$ cat src/rtl/down_counter_if.sv
// Control and status bundle for the loadable down-counter.
// The master drives the load/count controls and the counter (slave) returns count and flags.
interface down_counter_if #(
    parameter int unsigned WIDTH = 3
) ();
    logic             en;
    logic             load;
    logic [WIDTH-1:0] load_val;
    logic             auto_reload;
    logic [WIDTH-1:0] out;
    logic             tc;
    logic             done;
    logic             busy;

    modport master (
        output en, load, load_val, auto_reload,
        input  out, tc, done, busy
    );

    modport slave (
        input  en, load, load_val, auto_reload,
        output out, tc, done, busy
    );
endinterface

$ cat src/rtl/down_counter.sv
// Loadable synchronous down-counter with one-shot / periodic reload and terminal-count flag.
// Sequenced by an IDLE/RUN/DONE controller; every output comes straight from a flop.
module down_counter #(
    parameter int unsigned WIDTH = 3
) (
    input  logic          clk,
    input  logic          rst_n,
    down_counter_if.slave bus
);
    localparam int unsigned W = WIDTH;

    typedef enum logic [1:0] {
        ST_IDLE = 2'd0,
        ST_RUN  = 2'd1,
        ST_DONE = 2'd2
    } state_e;

    state_e         state_q, state_d;
    logic [W-1:0]   out_q,   out_d;
    logic [W-1:0]   rl_q,    rl_d;
    logic           tc_q,    tc_d;
    logic           done_q,  done_d;
    logic           busy_q,  busy_d;

    // Next-state and next-output decode: load > (RUN & en) > hold.
    always_comb begin
        state_d = state_q;
        out_d   = out_q;
        rl_d    = rl_q;
        tc_d    = 1'b0;
        done_d  = done_q;

        if (bus.load) begin
            out_d = bus.load_val;
            rl_d  = bus.load_val;
            if ((bus.load_val == W'(0)) && !bus.auto_reload) begin
                state_d = ST_DONE;
                done_d  = 1'b1;
            end else begin
                state_d = ST_RUN;
                done_d  = 1'b0;
            end
        end else if ((state_q == ST_RUN) && bus.en) begin
            if (out_q != W'(0)) begin
                out_d = out_q - W'(1);
                tc_d  = (out_q == W'(1));
                if ((out_q == W'(1)) && !bus.auto_reload) begin
                    state_d = ST_DONE;
                    done_d  = 1'b1;
                end
            end else if (bus.auto_reload) begin
                out_d = rl_q;
                tc_d  = (rl_q == W'(0));
            end else begin
                // Periodic mode dropped while parked at zero: finish without a new tc.
                state_d = ST_DONE;
                done_d  = 1'b1;
            end
        end

        busy_d = (state_d == ST_RUN);
    end

    always_ff @(posedge clk) begin
        if (!rst_n) begin
            state_q <= ST_IDLE;
            out_q   <= '1;
            rl_q    <= '0;
            tc_q    <= 1'b0;
            done_q  <= 1'b0;
            busy_q  <= 1'b0;
        end else begin
            state_q <= state_d;
            out_q   <= out_d;
            rl_q    <= rl_d;
            tc_q    <= tc_d;
            done_q  <= done_d;
            busy_q  <= busy_d;
        end
    end

    assign bus.out  = out_q;
    assign bus.tc   = tc_q;
    assign bus.done = done_q;
    assign bus.busy = busy_q;
endmodule

$ cat src/flat_wrapper.sv
// flat-port wrapper written by rule: the top's interface ports become plain ports
module down_counter_flat 
#(
    parameter int unsigned WIDTH = 3
)
  (clk, rst_n, bus_en, bus_load, bus_load_val, bus_auto_reload, bus_out, bus_tc, bus_done, bus_busy);
  down_counter_if #(.WIDTH(WIDTH)) bus_i ();
  input  logic clk;
  input  logic rst_n;
  input wire logic [$bits(bus_i.en)-1:0] bus_en;
  input wire logic [$bits(bus_i.load)-1:0] bus_load;
  input wire logic [$bits(bus_i.load_val)-1:0] bus_load_val;
  input wire logic [$bits(bus_i.auto_reload)-1:0] bus_auto_reload;
  output wire logic [$bits(bus_i.out)-1:0] bus_out;
  output wire logic [$bits(bus_i.tc)-1:0] bus_tc;
  output wire logic [$bits(bus_i.done)-1:0] bus_done;
  output wire logic [$bits(bus_i.busy)-1:0] bus_busy;
  assign bus_i.en = bus_en;
  assign bus_i.load = bus_load;
  assign bus_i.load_val = bus_load_val;
  assign bus_i.auto_reload = bus_auto_reload;
  assign bus_out = bus_i.out;
  assign bus_tc = bus_i.tc;
  assign bus_done = bus_i.done;
  assign bus_busy = bus_i.busy;
  down_counter #(.WIDTH(WIDTH)) u_core (.clk(clk), .rst_n(rst_n), .bus(bus_i));
endmodule
$ cat config.mk
export PLATFORM = sky130hd
export DESIGN_NAME = down_counter_flat
export DESIGN_NICKNAME = d
export VERILOG_FILES = /design/src/rtl/down_counter_if.sv /design/src/rtl/down_counter.sv /design/src/flat_wrapper.sv
export SDC_FILE = /design/constraint.sdc
export NUM_CORES = 1
export LEC_CHECK = 0
export BUFFER_PORTS_ARGS = -buffer_cell sky130_fd_sc_hd__buf_2
export CAP_MARGIN = 10
export CORE_AREA = 3 3 40 42
export DETAILED_ROUTE_END_ITERATION = 8
export DIE_AREA = 0 0 43 45
export GPL_ROUTABILITY_DRIVEN = 0
export PLACE_DENSITY = 0.67
export SYNTH_ARGS = -nofsm -noshare
export SYNTH_HDL_FRONTEND = slang
export SYNTH_SLANG_ARGS = --single-unit
$ cat constraint.sdc
create_clock -name clk -period 2.05 [get_ports clk]
set_input_delay 0.3075 -clock clk [delete_from_list [all_inputs] [get_ports clk]]
set_output_delay 0.3075 -clock clk [all_outputs]
set_load 0.005 [all_outputs]
==> flow_summary.toml <==
[logic_synthesis]
syn-num-nets = 77
synth_ff_type = "dfxtp_1"
syn_area_um2 = 579
ys_warn_count = 0
synth-edff-count = 0
avgSynthCellArea_um2 = 8.78
syn_inst = 66
synth_cell_type_count = 23
synth-seq-cells = 11
synth-seq-area-share = 0.380
synthArstFlopShare = 0

[critical_path]
crit_arrival_ns = 1.72
critPathCaptureType = "register"
max_stage_delay_ns = 0.37
worstSetupPathType = "reg2reg"
cp_max_fo = 5
slowest_stage = "dfxtp_1"
crit_path_start_kind = "register"
cp.required_ns = 2.21
crit_chain = "inv_1 -> ha_1 -> nor2b_2 -> a21o_2 -> a221o_1"

[sta]
setup_viol = 0
finalClockSkew_ns = 0.00174
setup_tns_ns = 0
worst_slack_ns = 0.485
slew_violations = 0
holdWs_ns = 0.280
max_clock_freq_mhz = 639
timing.final.crit_share = 0.763
worst_slew_pin_slew_ns = 0.415
rsz0062_at_grt = "no"
slew_headroom = 0.720
finalCriticalPeriod_ns = 1.56
hold_viol = 0

[power]
cellLeakagePower_nw = 0.308
p_total_uw = 460
p_int_uw = 335
comb_power_share = 0.159
vdd_ir_drop_max_mv = 0.266
clkPwrFrac = 0.324
p_per_area_nw_per_um2 = 670
p_seq_frac = 0.517
power_switching_uw = 124
p_sw_frac = 0.270

[global_route]
grt_max_degree = 17
grt_pass1_wl_mm = 1.96
antenna_found_initial = 0
grt_pass1_vias = 465
overflow = 0
track_usage = 0.136

[layout]
fill_cells = 119
fin_nets = 94
fin_area_um2 = 686
num_antenna_cells = 0
drive_above_1_share = 0.256
synthToLayoutAreaGrowth_pct = 18.4

[placed_design]
port-buffer-count = 13
hpwl_um = 905
post-place-ws_ns = 0.490
placed_area_um2 = 659

[route]
via_per_inst = 5.51
drc = 0
route.met3.wl_um = 109
wl_per_cell_um = 12.5
route.met2.wl_um = 511
drt-total-wl_mm = 1.21
vias = 534
wirelength_met1_um = 571
top_layer_used = "met4"
antenna_left = 0
dr.pass1.iters = 4
drtIter0Drc = 17

[clocking]
insertion_delay_ns = 0.27
cts_hold_buffers = 0
path_clk_slew_ns = 0.07
htreeDepth = 1
cts_setup_buffers = 0
clock-root-buffer = "clkbuf_4"
cts_buffer_depth = 2
clkSinkCount = 11
cts_made_buffers = 3
postCtsResizedCells = 0
cts_tree = "done"

[flow_run]
maxCapViolCount = 0

[hold_path]
hp-class = "in2reg"

[die]
die_area_um2 = 1940
io_pins = 14
start_util = 0.451
core_area_um2 = 1280
fp-row-count = 13
die_w_um = 43
dieHeight_um = 45

[outcome]
outcome = "finished, final reports clean"
[power by group through the flow]
stage / sequential (mW) / clock (mW) / combinational (mW)
floorplan: 0.242 / 0 / 0.0445
global placement: 0.242 / 0 / 0.0727
CTS: 0.238 / 0.158 / 0.0733
detailed placement: 0.243 / 0 / 0.0730
finish: 0.238 / 0.149 / 0.0730
global route: 0.240 / 0.162 / 0.0820
[critical path: cells and delay by family, from the launching register on]
family / cells / cell delay, ns
buffers and inverters: 1 / 0.09
AOI/OAI and AO/OA: 2 / 0.54
and+or+nand+nor: 1 / 0.20
DFF: 1 / 0.37
adders and majority gates: 1 / 0.26
[area by class of cell]
type                       count  area [um2]  share of cell area
clock buffer                   4        26.3              0.0383
multi-input combinational     48         333               0.485
timing repair buffer          13        65.1              0.0949
tap                           15        18.8              0.0274
sequential                    11         220               0.321
inverter                       6        22.5              0.0328
[worst paths after layout]
path	from	to	slack [ns]	cells past startpoint
max	u_core.bus.out[0]	u_core.bus.out[1]	0.49	5
min reg2reg	u_core.state_q[1]	u_core.bus.busy	0.50	1
min	rst_n	u_core.bus.out[2]	0.28	2
max reg2reg	u_core.bus.out[0]	u_core.bus.out[1]	0.49	5
[registers in the layout (all words and copies together), names as in the netlist]
register and count:
u_core.bus.busy 1, u_core.bus.done 1, u_core.bus.out 3, u_core.bus.tc 1
u_core.rl_q 3, u_core.state_q 2
[cell usage after synthesis, drive strengths merged (2+ instances only)]
master | count | area, um2
nor2b | 2 | 15.0
inv | 6 | 22.5
dfxtp | 11 | 220
a221o | 2 | 20.0
nand2b | 5 | 31.3
nor4 | 2 | 12.5
mux2i | 3 | 30.0
nand2 | 8 | 30.0
nor2 | 6 | 22.5
ha | 3 | 37.5
o41ai | 3 | 26.3
a21oi | 5 | 25.0
[cells in the final DEF (no fill, tap or decap), types with 3 or more instances in the layout]
cell      count
inv_1         6
o41ai_1       3
mux2i_1       3
nand2b_1      5
nand2_1       8
a21oi_1       5
clkbuf_4      3
buf_2        13
ha_1          3
nor2_1        6
dfxtp_1      11
[metal layers]
layer  up-vias  track usage
li1        266            -
met1       238        0.170
met2        26        0.213
met3         4       0.0279
met4         0       0.0904
met5         -            0
[metrics by stage]
step,util,std cells
CTS,0.534,97
finish,0.534,97
floorplan,-,66
global placement,0.513,93
global route,0.534,97
detailed placement,0.513,93
[logic make-up (layout without fill, tap and decap cells)]
family,count (synthesis),after routing,synth area share
adder cells (fa/ha/maj),3,3,0.0648
AO/OA/AOI/OAI,13,13,0.166
flip-flops,11,11,0.380
AND/OR/NAND/NOR,29,29,0.292
buffers and inverters,7,23,0.0453
multiplexers,3,3,0.0518
Power figures use the tool's default switching activity.
